$ cat config.mk
export PLATFORM = sky130hd
export DESIGN_NAME = fetch_unit
export DESIGN_NICKNAME = d
export VERILOG_FILES = /design/src/rtl/fetch_unit.sv
export SDC_FILE = /design/constraint.sdc
export NUM_CORES = 1
export LEC_CHECK = 0
export ABC_AREA = 1
export CORE_ASPECT_RATIO = 0.7
export CORE_UTILIZATION = 45
export DETAILED_ROUTE_END_ITERATION = 8
export PLACE_DENSITY = 0.76
export SYNTH_ARGS = -nofsm -noshare
export SYNTH_HDL_FRONTEND = slang
export SYNTH_SLANG_ARGS = --single-unit
$ cat constraint.sdc
create_clock -name clk -period 16.2 [get_ports clk]
set_input_delay 1.62 -clock clk [delete_from_list [all_inputs] [get_ports clk]]
set_output_delay 1.62 -clock clk [all_outputs]
set_load 0.01 [all_outputs]
$ cat src/rtl/fetch_unit.sv
// fetch_unit: dual-issue fetch stage. Owns the fetch PC, requests 8-byte
// instruction pairs from instruction memory and buffers returned pairs in an
// in-order queue that feeds the IF/ID pipeline register.
//
// Handshake semantics (both memory channels): a request transfers on a rising
// clk edge where imem_req_valid && imem_req_ready; while valid is high and
// ready is low, imem_req_addr holds steady. A redirect withdraws an unaccepted
// request. Responses have no ready: imem_resp_valid presents one pair that is
// consumed in that cycle, one per accepted request, in request order.
module fetch_unit #(
    parameter logic [31:0] RESET_PC = 32'h0000_0000,
    parameter int          QDEPTH   = 4
) (
    input  logic        clk,
    input  logic        reset_n,
    input  logic        stall,
    input  logic        redirect_valid,
    input  logic [31:0] redirect_pc,
    output logic        imem_req_valid,
    input  logic        imem_req_ready,
    output logic [31:0] imem_req_addr,
    input  logic        imem_resp_valid,
    input  logic [31:0] imem_resp_data0,
    input  logic [31:0] imem_resp_data1,
    output logic [31:0] pc_out,
    output logic [31:0] instr0_out,
    output logic [31:0] instr1_out,
    output logic        fetch_valid
);

    localparam int          PW  = $clog2(QDEPTH);
    localparam int          CW  = PW + 1;
    localparam logic [31:0] NOP = 32'h0000_0013;

    // Architectural fetch state
    logic [31:0]   fetch_pc;
    logic [CW-1:0] count;
    logic [CW-1:0] outstanding;
    logic [CW-1:0] discard;

    // Fetch queue of {pc, i0, i1}
    logic [31:0]   q_pc [QDEPTH];
    logic [31:0]   q_i0 [QDEPTH];
    logic [31:0]   q_i1 [QDEPTH];
    logic [PW-1:0] q_rd;
    logic [PW-1:0] q_wr;

    // Addresses of outstanding requests, so each response knows its PC
    logic [31:0]   pf_mem [QDEPTH];
    logic [PW-1:0] pf_rd;
    logic [PW-1:0] pf_wr;

    logic [CW:0] credit_used;
    logic        accept;
    logic        resp_keep;
    logic        pop;

    // Queued pairs plus in-flight requests never exceed the queue depth, so
    // every kept response is guaranteed a free slot.
    assign credit_used    = {1'b0, count} + {1'b0, outstanding};
    assign imem_req_valid = reset_n && !redirect_valid &&
                            (credit_used < (CW+1)'(QDEPTH));
    assign imem_req_addr  = fetch_pc;

    assign accept    = imem_req_valid && imem_req_ready;
    assign resp_keep = imem_resp_valid && !redirect_valid && (discard == '0);
    // count is registered, so a pair written this cycle is not popped until next
    assign pop       = (count != '0) && !stall && !redirect_valid;

    // Control state: PC, counters and pointers; redirect overrides queue activity
    always_ff @(posedge clk or negedge reset_n) begin
        if (!reset_n) begin
            fetch_pc    <= RESET_PC;
            count       <= '0;
            outstanding <= '0;
            discard     <= '0;
            q_rd        <= '0;
            q_wr        <= '0;
            pf_rd       <= '0;
            pf_wr       <= '0;
        end else begin
            outstanding <= outstanding + CW'(accept) - CW'(imem_resp_valid);
            if (accept)          pf_wr <= pf_wr + 1'b1;
            if (imem_resp_valid) pf_rd <= pf_rd + 1'b1;
            if (redirect_valid) begin
                fetch_pc <= redirect_pc;
                count    <= '0;
                q_rd     <= '0;
                q_wr     <= '0;
                // everything still in flight belongs to the old path
                discard  <= outstanding - CW'(imem_resp_valid);
            end else begin
                if (accept)                            fetch_pc <= fetch_pc + 32'd8;
                if (imem_resp_valid && discard != '0)  discard  <= discard - 1'b1;
                if (resp_keep)                         q_wr     <= q_wr + 1'b1;
                if (pop)                               q_rd     <= q_rd + 1'b1;
                count <= count + CW'(resp_keep) - CW'(pop);
            end
        end
    end

    // Storage writes: queue entries on kept responses, request PCs on accept
    always_ff @(posedge clk) begin
        if (resp_keep) begin
            q_pc[q_wr] <= pf_mem[pf_rd];
            q_i0[q_wr] <= imem_resp_data0;
            q_i1[q_wr] <= imem_resp_data1;
        end
        if (accept) begin
            pf_mem[pf_wr] <= fetch_pc;
        end
    end

    // Head presentation: NOP bubble when empty or being flushed
    always_comb begin
        fetch_valid = 1'b0;
        pc_out      = 32'h0;
        instr0_out  = NOP;
        instr1_out  = NOP;
        if (count != '0 && !redirect_valid) begin
            fetch_valid = 1'b1;
            pc_out      = q_pc[q_rd];
            instr0_out  = q_i0[q_rd];
            instr1_out  = q_i1[q_rd];
        end
    end

endmodule

==> results by group <==
STA
  • Tmin final: 6.45 ns
  • Final TNS setup: 0 ns
  • Final Max Tran Viols: 0
  • Final period util: 0.398
  • Fmax: 155 MHz
  • Final Hold Violating Endpoints: 0
  • Unrepaired setup endpoints after global routing: false
  • Skew final: 0.0219 ns
  • Relative slew slack: 0.172
  • Slew @ Worst Pin: 1.24 ns
  • Setup violations, final: 0

GRT
  • First-pass GRT wire length: 83400 um
  • Initial antenna violation count: 0
  • Vias in the first global route: 15100
  • GR Util All Layers: 0.207
  • Gr ovfl total: 0
  • Pin count of the biggest net entering global routing: 132

Place
  • RD Place Congestion: 0.890
  • # port buffers: 231
  • Detailed Place HPWL: 31800 um

Floorplan
  • Die width: 272 um
  • Die Span Y: 191 um
  • Io pins: 232
  • Row count: 68
  • Core Area: 49800 um^2
  • Die footprint: 51800 um^2
  • Initial Util: 0.460

Route
  • Routed length per placed instance: 19.0 um
  • Routed Antenna Nets: 0
  • DRT Wirelength: 54200 um
  • DR top layer: met4
  • Drt first pass iters: 5
  • Wl on met1: 23300 um
  • Number of vias per cell: 5.35
  • Detailed-route via count: 15300
  • Routed wl met2: 25700 um
  • Initial DRC Count: 1439
  • Metal3 WL: 4070 um
  • Drt drc: 0

Logic synthesis
  • Most used DFF post-synth: edfxtp_1
  • Gate Count Post-Synth: 1942
  • Avg Inst Size Synth: 11.8 um^2
  • Synth cell types: 34
  • Post-synthesis sequential element count: 561
  • Post-synth EDFFs: 512
  • Sequential-to-total area share from yosys stat: 0.725
  • Mapped cell area: 22900 um^2
  • Top-count cell post-synth: edfxtp_1
  • Area leader, netlist: edfxtp_1
  • Area share of the largest cell type after synthesis: 0.671
  • Asr flop ratio synth: 0.0873
  • Syn Nets: 2065
  • Synthesis warning total: 0
  • Synth area leaders: edfxtp_1 (67%), nor2_1 (8.2%), o21ai_0 (5.7%)
  • Most instantiated cells after synthesis: edfxtp_1 (512), nor2_1 (499), o21ai_0 (260)

CTS
  • Worst-path clk slew: 0.06 ns
  • Root Driver: clkbuf_16
  • CTS Buffer Depth: 3
  • H-tree levels: 2
  • Post-CTS sizing: 0
  • Num CTS Buffers: 53
  • Sink Count: 561
  • Clk_lat worst skew: 0.58 ns
  • Setup Fix Bufs, Post-CTS: 0
  • CTS Hold Bufs: 0
  • CTS tree: yes

Worst setup path
  • Crit path DAT: 4.83 ns
  • CP cell instances: clkdlybuf4s50_1 > buf_4 > inv_2 > nand2_4 > buf_4 > inv_1 > o311ai_0 > clkdlybuf4s50_1
  • CP max FO: 49
  • Startpoint Class: input pin
  • Slowest CP cell: clkdlybuf4s50_1
  • Slowest stage delay, CP: 0.64 ns
  • Worst setup EP type: output port
  • WS Path Type: in2out
  • Worst EP required: 14.58 ns

Final layout
  • Final #Nets: 2268
  • Diode count: 0
  • Fillcell total: 4030
  • Final core utilization: 0.553
  • Share of layout cells above drive strength 1: 0.0598
  • Area added between synthesis and finish: 20.1%

Power
  • Worst vdd ir: 85.6 uV
  • P per Cell Area: 148 nW/um^2
  • Cell leakage power: 9.57 nW

Hold path
  • Type of the most critical hold path: reg2reg

Run
  • Max cap viols: 0

Outcome
  • Outcome: finished clean
## report_power, final
group | switching (mW) | leakage (nW) | internal, mW
combinational | 0.636 | 3.50 | 0.353
clock | 0.523 | 0.855 | 0.722
sequential | 0.103 | 5.22 | 1.75
## metal layers
metal / vias to the layer above / GRT usage
met4: 0 / 0.0527
met2: 525 / 0.336
met3: 82 / 0.0472
met5: - / 0
li1: 7191 / -
met1: 7489 / 0.283
## kinds of logic after synthesis
| group | after synthesis | share of synthesized area |
|---|---|---|
| XOR/XNOR | 16 | 0.00612 |
| multiplexers | 1 | 0.000437 |
| adder cells (fa/ha/maj) | 21 | 0.0121 |
| buffers and inverters | 177 | 0.0338 |
| AND/OR/NAND/NOR | 767 | 0.132 |
| AO/OA/AOI/OAI | 399 | 0.0905 |
| flip-flops | 561 | 0.725 |
## state kept, by name, indices dropped and copies added, names as in the netlist
name	flops
count	3
discard	3
imem_req_addr	32
outstanding	3
pf_mem	128
pf_rd	2
pf_wr	2
q_i0	128
q_i1	128
q_pc	128
q_rd	2
q_wr	2
## critical path, delay by kind of cell
family,cells,cell delay [ns]
buffers and inverters,6,2.42
and+or+nand+nor,1,0.48
AOI/OAI and AO/OA,1,0.20
## worst paths after layout
| check | start | end | slack [ns] | cells after the start |
|---|---|---|---|---|
| min in group asynchronous | reset_n | count[2] | 1.18 | 2 |
| setup reg to reg | discard[0] | q_pc[1][21] | 12.96 | 6 |
| hold reg to reg | outstanding[0] | outstanding[0] | 0.56 | 1 |
| setup / recovery | redirect_valid | instr0_out[1] | 9.75 | 8 |
| max in group asynchronous | reset_n | q_rd[1] | 14.46 | 2 |
| hold / removal | outstanding[0] | outstanding[0] | 0.56 | 1 |
## cells in the final DEF (no fill, tap or decap), types with 3 or more instances in the layout
cell type        netlist  layout
o21bai_1               4       4
o21ai_0              260     260
nor2_4                 3       7
dfrtp_1               49      47
o22ai_1               32      32
bufinv_16              0       6
o311ai_0               6       6
clkdlybuf4s50_1        0     230
buf_4                 15      23
clkinv_1               2      11
clkinv_2               0      12
clkbuf_16              0      55
inv_1                 64      64
a21oi_1               94      94
ha_1                  19      19
nand3_1               60      60
xor2_1                 8       8
xnor2_1                8       8
edfxtp_1             512     512
nand2_1              189     188
nand4_1                3       3
clkbuf_1              54      13
nor2_1               499     491
inv_2                  5       3
nor2_2                 6      10
## layout make-up
class / count / area (um^2) / area share
flip-flops and latches: 561 / 16600 / 0.604
inverters: 71 / 270 / 0.00982
well taps: 665 / 832 / 0.0302
multi-input cells: 1204 / 5580 / 0.203
clock buffers: 69 / 1440 / 0.0523
repair buffers: 254 / 2480 / 0.0901
clock inverters: 31 / 310 / 0.0113
## stage by stage
step,cell area (um^2),std cells,worst slack [ns],hold slack [ns],power (mW)
finish,27500,2855,9.75,0.558,4.09
global route,27500,2855,9.55,0.606,4.29
CTS,27500,2855,9.75,0.568,4.12
detailed placement,25800,2755,9.76,0.554,2.87
global placement,25800,2755,9.94,0.525,2.83
floorplan,22900,1942,9.47,0.501,2.45
Note: power is estimated with default switching activity, not from simulation.
